File: config.mk
export PLATFORM = sky130hd
export DESIGN_NAME = decode_scoreboard_flat
export DESIGN_NICKNAME = d
export VERILOG_FILES = /design/src/rtl/decode_scoreboard_if.sv /design/src/rtl/decode_scoreboard.sv /design/src/flat_wrapper.sv
export SDC_FILE = /design/constraint.sdc
export NUM_CORES = 1
export LEC_CHECK = 0
export ABC_CLOCK_PERIOD_IN_PS = 2400
export CAP_MARGIN = 20
export CORE_MARGIN = 2
export CORE_UTILIZATION = 50
export CTS_CLUSTER_SIZE = 28
export DETAILED_ROUTE_END_ITERATION = 6
export PLACE_DENSITY_LB_ADDON = 0.08
export SYNTH_ARGS = -nofsm -noshare
export SYNTH_HDL_FRONTEND = slang
export SYNTH_SLANG_ARGS = --single-unit
File: constraint.sdc
create_clock -name clk -period 2.4 [get_ports clk]
set_input_delay 0.36 -clock clk [delete_from_list [all_inputs] [get_ports clk]]
set_output_delay 0.36 -clock clk [all_outputs]
set_load 0.01 [all_outputs]
File: src/rtl/decode_scoreboard_if.sv
// decode_scoreboard_if: decode-side request and hazard/issue response bundle for decode_scoreboard.
interface decode_scoreboard_if #(
  parameter int REG_AW  = 3,
  parameter int NUM_SRC = 2,
  parameter int CNT_W   = 16
);
  logic                      id_valid;
  logic [NUM_SRC*REG_AW-1:0] id_src_sel;
  logic [NUM_SRC-1:0]        id_src_use;
  logic [REG_AW-1:0]         id_dst;
  logic                      id_reg_write;
  logic                      id_mem_en;
  logic                      hold;
  logic                      flush;
  logic                      stall;
  logic                      issue;
  logic                      iss_reg_write;
  logic                      iss_mem_en;
  logic [2**REG_AW-1:0]      busy_mask;
  logic [CNT_W-1:0]          stall_cnt;
  modport master (
    output id_valid, id_src_sel, id_src_use, id_dst, id_reg_write, id_mem_en, hold, flush,
    input  stall, issue, iss_reg_write, iss_mem_en, busy_mask, stall_cnt
  );
  modport slave (
    input  id_valid, id_src_sel, id_src_use, id_dst, id_reg_write, id_mem_en, hold, flush,
    output stall, issue, iss_reg_write, iss_mem_en, busy_mask, stall_cnt
  );
endinterface

File: src/rtl/decode_scoreboard.sv
// decode_scoreboard: tracks in-flight destination registers, stalls decode on RAW hazards and qualifies issue.
module decode_scoreboard #(
  parameter int REG_AW    = 3,
  parameter int NUM_SRC   = 2,
  parameter int DEPTH     = 3,
  parameter int WB_BYPASS = 1,
  parameter int FLUSH_N   = 2,
  parameter int CNT_W     = 16
) (
  input logic clk,
  input logic rst,
  decode_scoreboard_if.slave sb
);
  // With WB forwarding the writeback entry never blocks a reader.
  localparam int LIM = (WB_BYPASS != 0) ? DEPTH - 1 : DEPTH;
  logic [DEPTH-1:0]     v;
  logic [DEPTH-1:0]     wr;
  logic [REG_AW-1:0]    dst [DEPTH];
  logic [CNT_W-1:0]     cnt;
  logic [2**REG_AW-1:0] busy;
  logic                 hazard;
  always_comb begin
    hazard = 1'b0;
    for (int k = 0; k < NUM_SRC; k++)
      for (int i = 0; i < LIM; i++)
        if (sb.id_src_use[k] && v[i] && wr[i] && dst[i] == sb.id_src_sel[k*REG_AW +: REG_AW])
          hazard = 1'b1;
  end
  always_comb begin
    busy = '0;
    for (int i = 0; i < DEPTH; i++)
      if (v[i] && wr[i]) busy[dst[i]] = 1'b1;
  end
  assign sb.stall         = sb.id_valid & hazard & ~sb.flush;
  assign sb.issue         = sb.id_valid & ~hazard & ~sb.hold & ~sb.flush;
  assign sb.iss_reg_write = sb.id_reg_write & sb.issue;
  assign sb.iss_mem_en    = sb.id_mem_en & sb.issue;
  assign sb.busy_mask     = busy;
  assign sb.stall_cnt     = cnt;
  always_ff @(posedge clk or posedge rst)
    if (rst) begin
      v   <= '0;
      wr  <= '0;
      cnt <= '0;
      for (int i = 0; i < DEPTH; i++) dst[i] <= '0;
    end else begin
      if (sb.flush) v[0] <= 1'b0;
      else if (!sb.hold) begin
        v[0]   <= sb.issue;
        wr[0]  <= sb.id_reg_write;
        dst[0] <= sb.id_dst;
      end
      // Flush overrides hold for the young entries; older ones follow hold.
      for (int i = 1; i < DEPTH; i++)
        if (sb.flush && i < FLUSH_N) v[i] <= 1'b0;
        else if (!sb.hold) begin
          v[i]   <= v[i-1];
          wr[i]  <= wr[i-1];
          dst[i] <= dst[i-1];
        end
      if (sb.stall && !sb.hold && !(&cnt)) cnt <= cnt + 1'b1;
    end
endmodule

File: src/flat_wrapper.sv
// flat-port wrapper written by rule: the top's interface ports become plain ports
module decode_scoreboard_flat 
#(
  parameter int REG_AW    = 3,
  parameter int NUM_SRC   = 2,
  parameter int DEPTH     = 3,
  parameter int WB_BYPASS = 1,
  parameter int FLUSH_N   = 2,
  parameter int CNT_W     = 16
)
  (clk, rst, sb_id_valid, sb_id_src_sel, sb_id_src_use, sb_id_dst, sb_id_reg_write, sb_id_mem_en, sb_hold, sb_flush, sb_stall, sb_issue, sb_iss_reg_write, sb_iss_mem_en, sb_busy_mask, sb_stall_cnt);
  decode_scoreboard_if #(.REG_AW(REG_AW), .NUM_SRC(NUM_SRC), .CNT_W(CNT_W)) sb_i ();
  input logic clk;
  input logic rst;
  input wire logic [$bits(sb_i.id_valid)-1:0] sb_id_valid;
  input wire logic [$bits(sb_i.id_src_sel)-1:0] sb_id_src_sel;
  input wire logic [$bits(sb_i.id_src_use)-1:0] sb_id_src_use;
  input wire logic [$bits(sb_i.id_dst)-1:0] sb_id_dst;
  input wire logic [$bits(sb_i.id_reg_write)-1:0] sb_id_reg_write;
  input wire logic [$bits(sb_i.id_mem_en)-1:0] sb_id_mem_en;
  input wire logic [$bits(sb_i.hold)-1:0] sb_hold;
  input wire logic [$bits(sb_i.flush)-1:0] sb_flush;
  output wire logic [$bits(sb_i.stall)-1:0] sb_stall;
  output wire logic [$bits(sb_i.issue)-1:0] sb_issue;
  output wire logic [$bits(sb_i.iss_reg_write)-1:0] sb_iss_reg_write;
  output wire logic [$bits(sb_i.iss_mem_en)-1:0] sb_iss_mem_en;
  output wire logic [$bits(sb_i.busy_mask)-1:0] sb_busy_mask;
  output wire logic [$bits(sb_i.stall_cnt)-1:0] sb_stall_cnt;
  assign sb_i.id_valid = sb_id_valid;
  assign sb_i.id_src_sel = sb_id_src_sel;
  assign sb_i.id_src_use = sb_id_src_use;
  assign sb_i.id_dst = sb_id_dst;
  assign sb_i.id_reg_write = sb_id_reg_write;
  assign sb_i.id_mem_en = sb_id_mem_en;
  assign sb_i.hold = sb_hold;
  assign sb_i.flush = sb_flush;
  assign sb_stall = sb_i.stall;
  assign sb_issue = sb_i.issue;
  assign sb_iss_reg_write = sb_i.iss_reg_write;
  assign sb_iss_mem_en = sb_i.iss_mem_en;
  assign sb_busy_mask = sb_i.busy_mask;
  assign sb_stall_cnt = sb_i.stall_cnt;
  decode_scoreboard #(.REG_AW(REG_AW), .NUM_SRC(NUM_SRC), .DEPTH(DEPTH), .WB_BYPASS(WB_BYPASS), .FLUSH_N(FLUSH_N), .CNT_W(CNT_W)) u_core (.clk(clk), .rst(rst), .sb(sb_i));
endmodule
# --- After elaboration in Yosys (flattened, before gate mapping) ---
# Index checks and enable logic that the tools add are counted.
# W data, S select, Z words.
op_classes:
  n_reduce_logical: 24
  eq_ne: 5
  multipliers: 0
  bitwise_logic: 12
  n_shift: 0
  div_mod_pow: 0
  magnitude_cmp: 6
  mux: 17
  n_addsub: 1
ops:
  columns: ["cell", "count"]
  rows:
  - ["$mux W8", 3]
  - ["$logic_and A1 B1 Y1", 20]
  - ["$add A16 B1 Y16 const B", 1]
  - ["$or A8 B8 Y8", 2]
  - ["$reduce_and A16 Y1", 1]
  - ["$eq A3 B3 Y1", 4]
  - ["$lt A3 B4 Y1 const B", 3]
  - ["$mux W1", 11]
  - ["$demux W1 S3", 3]
  - ["$ge A3 B1 Y1 const B", 3]
  - ["$and A1 B1 Y1", 7]
  - ["$not A1 Y1", 3]
  - ["$logic_not A1 Y1", 2]
  - ["$ne A2 B1 Y1 const B", 1]
  - ["$reduce_and A2 Y1", 1]
totals:
  in_bits: 18
  ram_bits: 0
  output_inout_bits: 28
  elab_cells: 73
  latch_bits: 0
  mem_bits_ro: 0
  n_memories: 0
  ff_bits: 31

# --- Longest topological paths before layout ---
logic_depth:
  depth_word: 13
  mapped_depth: 8
  mapped_depth_nobuf: 6

# --- Least setup slack after synthesis ---
# No wires, ideal clock.
synth_path:
  path_type: "flip-flop to output port"
  start: "register u_core.dst[7] in the netlist's numbering"
  end: "output port sb_iss_mem_en"
  path_stages_with_launch: 8
  setup_slack_ns: 0.422
  t_arrival_ns: 1.618
  required_time_ns: 2.040
  path_buffers: 3
  path_cell_list: "dfrtp_1 buf_4 xor2_1 nor4_2 nor4_1 buf_6 buf_12 and3_1"
synth_via:
  elab_chain_cells: 11
  elab_cells_between_ends: 13
  cone_classes: "eq/ne (2); mux (4); bitwise (5); reduce/logical (2)"
synth_rtl:
  columns: ["item", "line", "rtl"]
  rows:
  - ["start: declaration", "decode_scoreboard.sv:18", "logic [REG_AW-1:0] dst [DEPTH];"]
  - ["start signal: indexed assignment", "decode_scoreboard.sv:59", "dst[i] <= dst[i-1];"]
  - ["$eq A3 B3 Y1", "decode_scoreboard.sv:26", "if (sb.id_src_use[k] && v[i] && wr[i] && dst[i] == sb.id_src_sel[k*REG_AW +: REG_AW])"]
  - ["$logic_and A1 B1 Y1", "decode_scoreboard.sv:26", null]
  - ["$mux W1 (2 in a row)", "decode_scoreboard.sv:26", null]
  - ["$mux W1 (*) (2 in a row)", "decode_scoreboard.sv:26", null]
  - ["$not A1 Y1 (*)", "decode_scoreboard.sv:35", "assign sb.issue = sb.id_valid & ~hazard & ~sb.hold & ~sb.flush;"]
  - ["$and A1 B1 Y1 (*) (3 in a row)", "decode_scoreboard.sv:35", null]
  - ["$and A1 B1 Y1 (*)", "decode_scoreboard.sv:37", "assign sb.iss_mem_en = sb.id_mem_en & sb.issue;"]
  - ["end: declaration", "flat_wrapper.sv:26", "output wire logic [$bits(sb_i.iss_mem_en)-1:0] sb_iss_mem_en;"]
# Mark *: on every way between the ends. The rest lies on a longest branch, timed or not.

# --- Worst setup path after layout ---
layout_path:
  start: "input port sb_id_src_use[1]"
  end: "register u_core.cnt[1] (netlist: u_core.sb.stall_cnt[1])"
layout_via:
  elab_chain_cells: 9
  elab_cells_between_ends: 12
  cone_classes: "mux (2); bitwise (2); reduce/logical (8)"
layout_rtl:
  columns: ["item", "line", "rtl"]
  rows:
  - ["start: declaration", "flat_wrapper.sv:17", "input wire logic [$bits(sb_i.id_src_use)-1:0] sb_id_src_use;"]
  - ["$logic_and A1 B1 Y1 (3 in a row)", "decode_scoreboard.sv:26", null]
  - ["$mux W1", "decode_scoreboard.sv:26", null]
  - ["$mux W1 (*)", "decode_scoreboard.sv:26", null]
  - ["$and A1 B1 Y1 (*) (2 in a row)", "decode_scoreboard.sv:34", "assign sb.stall = sb.id_valid & hazard & ~sb.flush;"]
  - ["$logic_and A1 B1 Y1 (*) (2 in a row)", "decode_scoreboard.sv:61", "if (sb.stall && !sb.hold && !(&cnt)) cnt <= cnt + 1'b1;"]
  - ["end signal: assignment", "decode_scoreboard.sv:61", null]
  - ["end: declaration", "decode_scoreboard.sv:19", "logic [CNT_W-1:0] cnt;"]
# Marked as above.
# A chain may end at the register's enable or synchronous reset.

==> impl.org <==
** Route
- Summed over all nets, wire length on met2 after detailed routing comes to 2.46 mm.
- Post-DR wirelength/cell :: 15.4 um
- Number of DRC violations after detailed routing :: 0
- Before antenna repair, the detailed router went through 4 iterations.
- For this block, the routed nets add up to 4.53 mm of wire.
- For this block, the initial DRC count from the detailed router was 123.
- Wire segments on met3 add up to 223 um in the final route.
- In this run the remaining antenna-violating nets after routing total 0.
- Using the TritonRoute via totals, the vias-per-cell ratio works out to 5.72.
- After detailed routing, no signal wire sits above met4.
- After detailed routing, the wire length on met1 is 1.78 mm.
- Detailed routing inserted a total of 1677 vias.

** Place
- The HPWL after detailed placement is 3.37 mm.
- Count of port buffers added during placement :: 45
- DP Cell Count :: 283
- Global placement routability congestion :: 0.885

** Critical path
- The worst setup path is launched from a primary input.
- In this run the worst path has a maximum fanout of 16.
- Max stage delay cell, worst path :: sky130_fd_sc_hd__clkdlybuf4s50_1
- For this run, the slowest stage of the critical path takes 0.51 ns.
- Walking the worst path, the cells encountered are clkdlybuf4s50_1 -> nand3_2 -> nor4_2 -> nor4_2 -> buf_4 -> buf_4 -> buf_8 -> or3_4 -> mux2_4.
- Data arrives at the worst endpoint at 2.50 ns.
- The worst setup path is captured at a flop.
- WS Path Type :: in -> reg
- STA puts the critical path data required time at 2.56 ns.

** Pwr
- For this design the total switching power over the nets is 0.000396 W.
- VDD sags by at most 0.000303 V.
- Portion of total power attributed to combinational logic :: 20.6%
- Of the total power, the share spent switching nets is 28.6%.
- Of the total power, the clock network draws 32.2%.
- Power per Cell Area :: 529 nW/um^2
- Cell-internal power :: 0.000988 W
- Relative contribution of sequential cells to total power :: 47.2%
- Leakage power :: 1.14 nW

** Cells and area
- Of the cells placed in the final design, the portion with a size suffix greater than 1 is 24.9%.
- Count of nets after finishing :: 263
- Once layout is complete, the cells apart from fillers number 293.
- Area added between synthesis and finish :: 35.8%
- The number of antenna diodes in the final layout is 0.

** Floorplanning
- Die width :: 66.1 um
- The die covers 4370 um^2.
- The die is 66.1 um tall.
- 46 I/O pins were placed.
- Effective utilization at floorplan :: 52.3%
- Standard-cell rows :: 22
- Std-Cell Core Area :: 3690 um^2

** Synth
- Counting distinct cell types in the post-synthesis netlist gives 38.
- Sorting the synthesized cells by area gives the leading types as sky130_fd_sc_hd__dfrtp_1 (40%), sky130_fd_sc_hd__xor2_1 (10%), sky130_fd_sc_hd__mux2_2 (7.6%).
- The number of nets in the synthesized netlist is 203.
- Yosys mapped a number of flops with a built-in enable equal to 0.
- Share of flip-flops with an asynchronous set or reset :: 100%
- Summing the sequential cell areas from Yosys gives 40.2% of the chip area.
- During synthesis, Yosys emitted a total of 0 warnings.
- Xor-xnor portion of the synthesized cell area :: 11.8%
- Fraction of the mapped netlist area in simple logic gates :: 29.7%
- Synthesized-area fraction occupied by adder cells :: 0.649%
- In this run the mean area of a mapped cell was 10.5 um^2.
- The commonest cells after synthesis are sky130_fd_sc_hd__dfrtp_1 (31), sky130_fd_sc_hd__xor2_1 (23), sky130_fd_sc_hd__nand2_1 (20), sky130_fd_sc_hd__nand3_1 (15), sky130_fd_sc_hd__mux2_2 (13).
- After synthesis, the largest family of logic cells by area is simple AND/OR/NAND/NOR gates.
- Compound-gate portion of the synthesized area :: 4.09%
- Library cell with the highest instance count after synthesis :: sky130_fd_sc_hd__dfrtp_1
- Of the post-synthesis cell area, the dominant cell type holds 40.2%.
- Synthesis handed over a netlist of 184 instances.
- Of all cell types, the one taking the most synthesized area is sky130_fd_sc_hd__dfrtp_1.
- The most used flip-flop cell after synthesis is sky130_fd_sc_hd__dfrtp_1.
- Seq cells post-synth :: 31
- Netlist Area Pre-Place :: 1930 um^2
- Mux share of post-synthesis cell area :: 8.89%

** Clocking
- Root buffer cell :: sky130_fd_sc_hd__clkbuf_8
- Counting every sink on the clock net gives 31.
- Clock tree from TritonCTS :: done
- H-tree levels :: 2
- Clock Tree Buf Depth :: 2
- Number of buffers created by CTS :: 5
- Hold repair after CTS inserted 0 buffers.
- Latest clock arrival within the worst-skew pair :: 0.28 ns
- CTS clock-pin slew for the worst setup and hold paths :: 0.06 ns

** STA
- Unrepaired setup endpoints after global routing :: yes
- Slew at the pin closest to its max-slew limit :: 0.528 ns
- In this run the tightest slew margin relative to its limit is 64.5%.
- Final-layout setup total negative slack :: 0 ns
- Post-route clock period utilization :: 97.1%
- The number of hold violations in the final report came to 0.
- Between clock sinks in the finished design, the worst skew comes to 0.00235 ns.
- The max-slew violation count came to 0.
- Highest clock frequency the design can meet :: 429 MHz
- Min cycle time layout :: 2.33 ns
- Final setup fails :: 0

** GRT
- All-Layer GR Usage :: 23.1%
- The total overflow left after global routing is 0.
- Wire length of the first global-routing pass :: 7.78 mm
- The initial antenna violation count was 0.
- Pin count of the biggest net entering global routing :: 32
- Via count of the first global-routing pass :: 1702

** Run status
- The run finished with clean final reports.

** Min path
- The min-delay analysis places its worst path in the category in -> async.

** Run
- Maxcap violations :: 0
==> through the flow <==
step           power (W)  cell area, um^2  hold slack, ns  util [%]  setup slack, ns
6_report         0.00138             2620           0.461      71.0           0.0696
5_1_grt          0.00146             2620           0.491      71.0         -0.00373
4_1_cts          0.00138             2580           0.472      69.9          0.00949
3_5_place_dp    0.000928             2460           0.489      66.8           -0.369
3_3_place_gp    0.000912             2460           0.484      66.8           -0.261
2_1_floorplan   0.000822             1930           0.426         -            0.422
==> power by group through the flow <==
stage / Clock (W) / Combinational, W / Sequential (W)
floorplan: 0 / 0.000196 / 0.000626
global placement: 0 / 0.000258 / 0.000654
detailed placement: 0 / 0.000270 / 0.000657
CTS: 0.000457 / 0.000271 / 0.000648
global route: 0.000489 / 0.000312 / 0.000659
finish: 0.000446 / 0.000286 / 0.000653
==> state kept, by name, indices dropped and copies added (netlist names) <==
name / cells
u_core.dst: 9
u_core.sb.stall_cnt: 16
u_core.wr: 3
u_core.v: 3
==> layout make-up <==
| class | count | area, um^2 |
|---|---|---|
| Multi-Input combinational cell | 143 | 1110 |
| Tap cell | 48 | 60.1 |
| Sequential cell | 31 | 778 |
| Clock buffer | 8 | 100 |
| Timing Repair Buffer | 60 | 559 |
| Fill cell | 290 | 1070 |
| Inverter | 3 | 11.3 |
==> worst max-delay path, delay by kind of cell <==
family	cells	cell delay (ns)
buffers and inverters	4	0.96
and+or+nand+nor	4	0.87
muxes	1	0.30
==> placed cells by master, fill, tap and decap left out, types with 3 or more instances in the layout <==
master	count
sky130_fd_sc_hd__nand4_1	8
sky130_fd_sc_hd__nor2_1	8
sky130_fd_sc_hd__nor4_1	3
sky130_fd_sc_hd__nor2b_1	5
sky130_fd_sc_hd__and3_1	6
sky130_fd_sc_hd__dlygate4sd2_1	6
sky130_fd_sc_hd__dfrtp_1	29
sky130_fd_sc_hd__nor4_2	7
sky130_fd_sc_hd__clkdlybuf4s50_1	35
sky130_fd_sc_hd__nor3_2	3
sky130_fd_sc_hd__nand2_1	20
sky130_fd_sc_hd__mux2_2	13
sky130_fd_sc_hd__inv_1	3
sky130_fd_sc_hd__nand3_1	14
sky130_fd_sc_hd__xor2_1	20
sky130_fd_sc_hd__xor2_2	3
sky130_fd_sc_hd__a22oi_1	4
sky130_fd_sc_hd__xnor2_1	3
sky130_fd_sc_hd__clkbuf_8	7
sky130_fd_sc_hd__nor3_1	3
sky130_fd_sc_hd__buf_4	14
==> per-layer routing <==
layer / up-vias / GRT usage, %
li1: 778 / -
met1: 823 / 26.3
met2: 69 / 41.3
met3: 7 / 4.94
met4: 0 / 10.2
met5: - / 0
==> timing repair <==
action	in CTS	in global routing
gates resized for setup	17	10
buffers inserted	1	1
setup endpoints to repair	4	5
pin swaps	1	5
==> worst paths after layout <==
check	from	end	slack, ns	cells after the start
setup / recovery	sb_id_src_use[1]	u_core.sb.stall_cnt[1]	0.07	9
hold / removal	rst	u_core.sb.stall_cnt[4]	0.46	3
setup reg to reg	u_core.dst[5]	u_core.sb.stall_cnt[1]	0.11	8
hold reg to reg	u_core.sb.stall_cnt[15]	u_core.sb.stall_cnt[15]	0.51	1
max in group asynchronous	rst	u_core.dst[4]	1.65	3
min in group clk	u_core.sb.stall_cnt[15]	u_core.sb.stall_cnt[15]	0.51	1
==> cell families after synthesis <==
logic type	after synthesis
xor gates and xnor gates	26
adders and majority gates	1
muxes	15
DFF	31
buffers and inverters	10
AOI/OAI and AO/OA	10
and+or+nand+nor	91
Note: power is estimated with default switching activity, not from simulation.
